File: src/rtl/uart_tx_frame.sv
// FPGA->host configuration readback: sends sync, PAR_NUM parameter bytes and a checksum as 8N1 UART.
// Define UART_TX_PARITY_EN to insert an even parity bit after bit 7 of every byte.
module uart_tx_frame #(
  parameter int         CLK_MHZ      = 50,
  parameter int         BAUD         = 115200,
  parameter int         CONF_PAR_MAX = 8,
  parameter int         PAR_NUM      = 5,
  parameter int         ADDR_W       = 3,
  parameter logic [7:0] SYNC_BYTE    = 8'hA5
) (
  input  logic                    clk,
  input  logic                    rst,
  input  logic                    start,
  output logic [ADDR_W-1:0]       par_addr,
  input  logic [CONF_PAR_MAX-1:0] par_data,
  output logic                    tx_out,
  output logic                    busy,
  output logic                    done
);

  localparam int BYTE_W = CONF_PAR_MAX;
  localparam int DIV    = (CLK_MHZ * 1000000) / BAUD;
  localparam int CNT_W  = (DIV > 1) ? $clog2(DIV) : 1;
`ifdef UART_TX_PARITY_EN
  localparam int BITS_PER_BYTE = 11;
  localparam logic [3:0] PARITY_IDX = 4'd9;
`else
  localparam int BITS_PER_BYTE = 10;
`endif
  localparam logic [3:0]        STOP_IDX  = 4'(BITS_PER_BYTE - 1);
  localparam logic [CNT_W-1:0]  BAUD_LAST = CNT_W'(DIV - 1);
  localparam logic [ADDR_W-1:0] SLOT_LAST = ADDR_W'(PAR_NUM - 1);

  typedef enum logic [2:0] {
    ST_IDLE = 3'd0,
    ST_SYNC = 3'd1,
    ST_PAR  = 3'd2,
    ST_CSUM = 3'd3,
    ST_DONE = 3'd4
  } state_t;

`ifdef UART_TX_PARITY_EN
  function automatic logic even_parity(input logic [BYTE_W-1:0] d);
    return ^d;
  endfunction
`endif

  state_t              state_r;
  state_t              state_s;
  logic [CNT_W-1:0]    baud_cnt_r;
  logic [3:0]          bit_cnt_r;
  logic [BYTE_W-1:0]   shift_r;
  logic [BYTE_W-1:0]   csum_r;
  logic [ADDR_W-1:0]   slot_r;
  logic [ADDR_W-1:0]   par_addr_r;
  logic                tx_out_r;
  logic                busy_r;
  logic                done_r;

  logic                active_s;
  logic                bit_end_s;
  logic                byte_end_s;
  logic                stop_first_s;
  logic                launch_s;
  logic                last_slot_s;
  logic                fetch_s;
  logic [ADDR_W-1:0]   fetch_idx_s;
  logic [2:0]          data_idx_s;
  logic                tx_s;
  logic                busy_s;
  logic                done_s;

  // Timing and fetch qualifiers derived from the current state and counters.
  always_comb begin
    active_s     = (state_r == ST_SYNC) || (state_r == ST_PAR) || (state_r == ST_CSUM);
    bit_end_s    = active_s && (baud_cnt_r == BAUD_LAST);
    byte_end_s   = bit_end_s && (bit_cnt_r == STOP_IDX);
    stop_first_s = active_s && (bit_cnt_r == STOP_IDX) && (baud_cnt_r == {CNT_W{1'b0}});
    // DONE doubles as the single idle-high clock, so a held start chains frames from there.
    launch_s     = ((state_r == ST_IDLE) || (state_r == ST_DONE)) && start;
    last_slot_s  = (slot_r == SLOT_LAST);
    data_idx_s   = 3'(bit_cnt_r - 4'd1);
    if (state_r == ST_SYNC) begin
      fetch_s     = 1'b1;
      fetch_idx_s = {ADDR_W{1'b0}};
    end else if ((state_r == ST_PAR) && !last_slot_s) begin
      fetch_s     = 1'b1;
      fetch_idx_s = slot_r + {{(ADDR_W-1){1'b0}}, 1'b1};
    end else begin
      fetch_s     = 1'b0;
      fetch_idx_s = {ADDR_W{1'b0}};
    end
  end

  // State register.
  always_ff @(posedge clk or posedge rst) begin
    if (rst) begin
      state_r <= ST_IDLE;
    end else begin
      state_r <= state_s;
    end
  end

  // Next-state logic.
  always_comb begin
    state_s = state_r;
    case (state_r)
      ST_IDLE: begin
        if (start) state_s = ST_SYNC;
        else       state_s = ST_IDLE;
      end
      ST_SYNC: begin
        if (byte_end_s) state_s = ST_PAR;
        else            state_s = ST_SYNC;
      end
      ST_PAR: begin
        if (byte_end_s && last_slot_s) state_s = ST_CSUM;
        else                           state_s = ST_PAR;
      end
      ST_CSUM: begin
        if (byte_end_s) state_s = ST_DONE;
        else            state_s = ST_CSUM;
      end
      ST_DONE: begin
        if (start) state_s = ST_SYNC;
        else       state_s = ST_IDLE;
      end
      default: state_s = ST_IDLE;
    endcase
  end

  // Baud and bit counters; bytes follow each other with no gap.
  always_ff @(posedge clk or posedge rst) begin
    if (rst) begin
      baud_cnt_r <= {CNT_W{1'b0}};
      bit_cnt_r  <= 4'd0;
    end else if (!active_s) begin
      baud_cnt_r <= {CNT_W{1'b0}};
      bit_cnt_r  <= 4'd0;
    end else if (bit_end_s) begin
      baud_cnt_r <= {CNT_W{1'b0}};
      bit_cnt_r  <= (bit_cnt_r == STOP_IDX) ? 4'd0 : bit_cnt_r + 4'd1;
    end else begin
      baud_cnt_r <= baud_cnt_r + {{(CNT_W-1){1'b0}}, 1'b1};
      bit_cnt_r  <= bit_cnt_r;
    end
  end

  // Byte shifter and checksum; parameters are captured at the end of the preceding stop bit.
  always_ff @(posedge clk or posedge rst) begin
    if (rst) begin
      shift_r <= {BYTE_W{1'b0}};
      csum_r  <= {BYTE_W{1'b0}};
      slot_r  <= {ADDR_W{1'b0}};
    end else if (launch_s) begin
      shift_r <= SYNC_BYTE;
      csum_r  <= {BYTE_W{1'b0}};
      slot_r  <= {ADDR_W{1'b0}};
    end else if (byte_end_s && fetch_s) begin
      shift_r <= par_data;
      csum_r  <= csum_r + par_data;
      slot_r  <= fetch_idx_s;
    end else if (byte_end_s && (state_r == ST_PAR)) begin
      shift_r <= csum_r;
      csum_r  <= csum_r;
      slot_r  <= slot_r;
    end else begin
      shift_r <= shift_r;
      csum_r  <= csum_r;
      slot_r  <= slot_r;
    end
  end

  // Parameter address: advanced on the first stop-bit clock, parked at 0 after the last capture.
  always_ff @(posedge clk or posedge rst) begin
    if (rst) begin
      par_addr_r <= {ADDR_W{1'b0}};
    end else if (launch_s) begin
      par_addr_r <= {ADDR_W{1'b0}};
    end else if (stop_first_s && fetch_s) begin
      par_addr_r <= fetch_idx_s;
    end else if (byte_end_s && fetch_s && (fetch_idx_s == SLOT_LAST)) begin
      par_addr_r <= {ADDR_W{1'b0}};
    end else begin
      par_addr_r <= par_addr_r;
    end
  end

  // Output decode: line level for the current bit, busy and done flags.
  always_comb begin
    busy_s = active_s;
    done_s = (state_r == ST_DONE);
    if (!active_s) begin
      tx_s = 1'b1;
    end else if (bit_cnt_r == 4'd0) begin
      tx_s = 1'b0;
    end else if (bit_cnt_r <= 4'd8) begin
      tx_s = shift_r[data_idx_s];
`ifdef UART_TX_PARITY_EN
    end else if (bit_cnt_r == PARITY_IDX) begin
      tx_s = even_parity(shift_r);
`endif
    end else begin
      tx_s = 1'b1;
    end
  end

  // Output register; the asynchronous reset forces the line idle-high at once.
  always_ff @(posedge clk or posedge rst) begin
    if (rst) begin
      tx_out_r <= 1'b1;
      busy_r   <= 1'b0;
      done_r   <= 1'b0;
    end else begin
      tx_out_r <= tx_s;
      busy_r   <= busy_s;
      done_r   <= done_s;
    end
  end

  assign tx_out   = tx_out_r;
  assign busy     = busy_r;
  assign done     = done_r;
  assign par_addr = par_addr_r;

endmodule

File: config.mk
export PLATFORM = sky130hd
export DESIGN_NAME = uart_tx_frame
export DESIGN_NICKNAME = d
export VERILOG_FILES = /design/src/rtl/uart_tx_frame.sv
export SDC_FILE = /design/constraint.sdc
export NUM_CORES = 1
export LEC_CHECK = 0
export CORE_UTILIZATION = 55
export DETAILED_ROUTE_END_ITERATION = 10
export DONT_BUFFER_PORTS = 1
export GPL_ROUTABILITY_DRIVEN = 0
export GPL_TIMING_DRIVEN = 0
export PLACE_DENSITY_LB_ADDON = 0.1
export SETUP_SLACK_MARGIN = 0.4
export SLEW_MARGIN = 20
export SYNTH_ARGS = -nofsm -noshare
export SYNTH_HDL_FRONTEND = slang
export SYNTH_SLANG_ARGS = --single-unit
export TNS_END_PERCENT = 5
File: constraint.sdc
create_clock -name clk -period 2.4 [get_ports clk]
set_input_delay 0.36 -clock clk [delete_from_list [all_inputs] [get_ports clk]]
set_output_delay 0.36 -clock clk [all_outputs]
set_load 0.005 [all_outputs]
==> flow_summary.rst <==
.. list-table::
   :header-rows: 1

   * - Metric
     - Value
   * - Run status
     - finished, final reports clean
   * - Effective utilization at floorplan
     - 0.590
   * - MaxCap Viol Count
     - 0
   * - Length of the first detailed-routing pass in iterations
     - 4
   * - Hold Vio Cnt, Final
     - 0
   * - Maximum operating frequency
     - 488 MHz
   * - RSZ-0062 raised after global routing
     - yes
   * - Flip-flop and latch count after synthesis
     - 41
   * - DRC marker count from the first detailed-route iteration
     - 151
   * - Post-synth top area share
     - 0.409
   * - Power per standard cell area
     - 474 mW/mm2
   * - Dominant combinational cell family by area after synthesis
     - simple AND/OR/NAND/NOR gates
   * - Synthesized instance count
     - 260
   * - Reg2Reg Launch Point
     - bit_cnt_r[1]
   * - Count of inserted antenna diode cells
     - 0
   * - Average cell area after synthesis
     - 9.40 um2
   * - Final core utilization
     - 0.699
   * - Hold Crit Start
     - par_data[4]
   * - Critical path data required time
     - 2590 ps
   * - Vias per cell
     - 6.04
   * - Actual transition at the worst max-transition pin
     - 535 ps
   * - Number of buffers between clock root and the deepest sink
     - 2
   * - Boundary Pins
     - 17
   * - Final critical path time including I/O delays and setup
     - 2050 ps
   * - Post-DP HPWL
     - 3780 um
   * - Critical Path Source
     - bit_cnt_r[1]
   * - Mux contribution to synthesized area
     - 0.0348
   * - Final max-slew violation count
     - 0
   * - Grt total ovfl
     - 0
   * - # rows
     - 23
   * - Area share of and/or/nand/nor cells after synthesis
     - 0.236
   * - Max Clock Skew
     - 7.99 ps
   * - Root buffer cell
     - clkbuf_8
   * - Area of the die
     - 0.00472 mm2
   * - Number of antenna violations at the first check in global routing
     - 0
   * - Worst Setup End Kind
     - flip-flop
   * - Signal arrival time at the worst endpoint
     - 2240 ps
   * - Synthesized-area fraction occupied by xor and xnor cells
     - 0.0430
   * - Type of the worst setup path
     - flip-flop to flip-flop
   * - Remaining DRCs
     - 0
   * - EDFF count, synth
     - 0
   * - Cell variety after synth
     - 50
   * - Synthesized Nets
     - 288
   * - Async S/R FF share, synth
     - 1.00
   * - Top post-synthesis cells by count
     - dfrtp_1 (40), nand2_1 (24), nand3_1 (24), nor2_1 (24), ha_1 (16)
   * - Summed instance area of the synthesized netlist
     - 0.00244 mm2
   * - Final setup violation count
     - 0
   * - Number of global-route vias before repair
     - 1843
   * - Post-Place Setup Slack
     - 192 ps
   * - Synth-to-Final Area Change
     - 18.5%
   * - Global-route wire length before repair
     - 8780 um
   * - Sequential element share of the synthesized area
     - 0.420
   * - Number of nets in the finished design
     - 315
   * - Final hold slack
     - 193 ps
   * - Total number of vias
     - 2042
   * - Clock latency reported for the late side of the worst-skew pair
     - 300 ps
   * - Die Y-Extent
     - 68.7 um
   * - P_leak
     - 0.00133 uW
   * - Cells along the critical path
     - inv_2 > ha_4 > and4_1 > and4_4 > buf_6 > nand3b_4 > buf_4 > clkbuf_2 > a31o_2
   * - Clock transition at the registers of the reported paths
     - 80 ps
   * - Placeable core region
     - 0.00414 mm2
   * - Total wire length after detailed routing
     - 5450 um
   * - Post-layout instance area
     - 0.00290 mm2
   * - Most frequent cell after synthesis
     - dfrtp_1
   * - Synth area leader
     - dfrtp_1
   * - Top post-synthesis cells by area
     - dfrtp_1 (41%), ha_1 (8.2%), nand3_1 (4.9%)
   * - Die Wd
     - 68.7 um
   * - GRT Total Usage
     - 0.260
   * - Placed inst area
     - 0.00254 mm2
   * - Clock buffers created by TritonCTS
     - 5
   * - Critical-path top delay cell
     - dfrtp_1
   * - Crit Path Max Fanout
     - 10
   * - IO buf count
     - 0
   * - Routed Antenna Nets
     - 0
   * - Type of origin of the critical path
     - flip-flop
   * - Worst hold path class
     - input port to flip-flop
   * - Share of layout cells above drive strength 1
     - 0.198
   * - Longest individual stage delay on the worst path
     - 410 ps
   * - Count of filler cells inserted in the layout
     - 335
   * - Number of clock sinks seen by CTS
     - 41
   * - Period Utilization, post-route
     - 0.854
   * - Remaining max-slew budget at the tightest pin
     - 0.643
   * - Setup tns final
     - 0 ps
   * - PnR worst setup slack
     - 351 ps
   * - Warnings, synthesis
     - 0
   * - Max IR drop VDD
     - 0.320 mV
   * - TritonCTS clock tree
     - done
   * - Routed length per instance
     - 16.1 um
   * - Adder-cell area share of the yosys netlist
     - 0.0942
   * - Prevailing post-synth register cell
     - dfrtp_1
   * - Compound-cell area share of the yosys netlist
     - 0.132
   * - Maximum level of the CTS H-tree
     - 2
   * - Maximum number of pins on one net before global-route repair
     - 23
## per-stage QoR
stage,total power [uW],cells
5_1_grt,1430,338
3_3_place_gp,797,310
4_1_cts,1390,328
3_5_place_dp,806,311
2_1_floorplan,783,260
6_report,1370,338
## power breakdown
part,internal [uW],switching (uW)
registers,698,6.33
logic,39.0,49.2
clock network,339,243
total,1080,299
## flip-flops by register name (all words and copies together) (netlist names), 3 cells and up
register	count
baud_cnt_r	9
bit_cnt_r	4
csum_r	8
par_addr	3
shift_r	8
slot_r	3
state_r	3
## cell families (layout without fill, tap and decap cells)
| kind of cell | count (synthesis) | after routing |
|---|---|---|
| and+or+nand+nor | 109 | 109 |
| AOI/OAI and AO/OA | 50 | 50 |
| DFF | 41 | 41 |
| buffers and inverters | 24 | 52 |
| adders and majority gates | 18 | 18 |
| xor gates and xnor gates | 12 | 12 |
| muxes | 6 | 6 |
## worst paths after layout
path	cells after the start	slack (ps)	end
setup reg to reg	9	350	csum_r[4]
hold reg to reg	1	500	csum_r[7]
setup / recovery	9	350	csum_r[4]
min in group asynchronous	2	520	baud_cnt_r[8]
hold / removal	2	190	shift_r[4]
max in group asynchronous	3	1340	tx_out
## worst max-delay path, delay by kind of cell, from the launching register on
family	cells	cell delay, ps
compound gates	1	290
simple gates	3	520
fa+ha+maj	1	140
buf+inv	4	580
flops	1	410
## area by class of cell
cell class              instances  area [um2]  area share
well taps                      50        62.6      0.0216
plain buffers                   9        48.8      0.0168
flip-flops and latches         41        1030       0.356
inverters                      15        58.8      0.0203
clock inverters                 1        30.0      0.0104
repair buffers                 20         173      0.0596
multi-input cells             195        1410       0.486
clock buffers                   7        86.3      0.0298
## cell usage in the layout (no fill, tap or decap), types with 4 or more instances in the layout
master    count
nand2_1      24
clkbuf_8      6
ha_1         13
xor2_1        6
clkbuf_1      5
nand4_1       6
a21oi_1       9
a211oi_1      4
nor2_1       23
buf_4        19
inv_1        11
dfrtp_1      37
o21ai_0      14
and2_1        6
mux2i_1       4
o21a_1        4
xnor2_1       6
nand3_1      24
## per-layer routing
layer	vias to the layer above	wire length [um]	GRT usage
met5	-	0	0
met4	0	182	0.117
met3	14	237	0.0526
met2	50	2500	0.393
met1	1006	2530	0.358
li1	972	-	-
## timing repair
action | 4_1_cts | 5_1_grt
setup endpoints to repair | 21 | 21
hold buffers | 1 | 0
pin swaps | 1 | 6
hold endpoints to repair | 19 | 0
gates resized for setup | 10 | 16
setup buffers | 8 | 10
No activity file was read; power rests on OpenSTA's default activity.
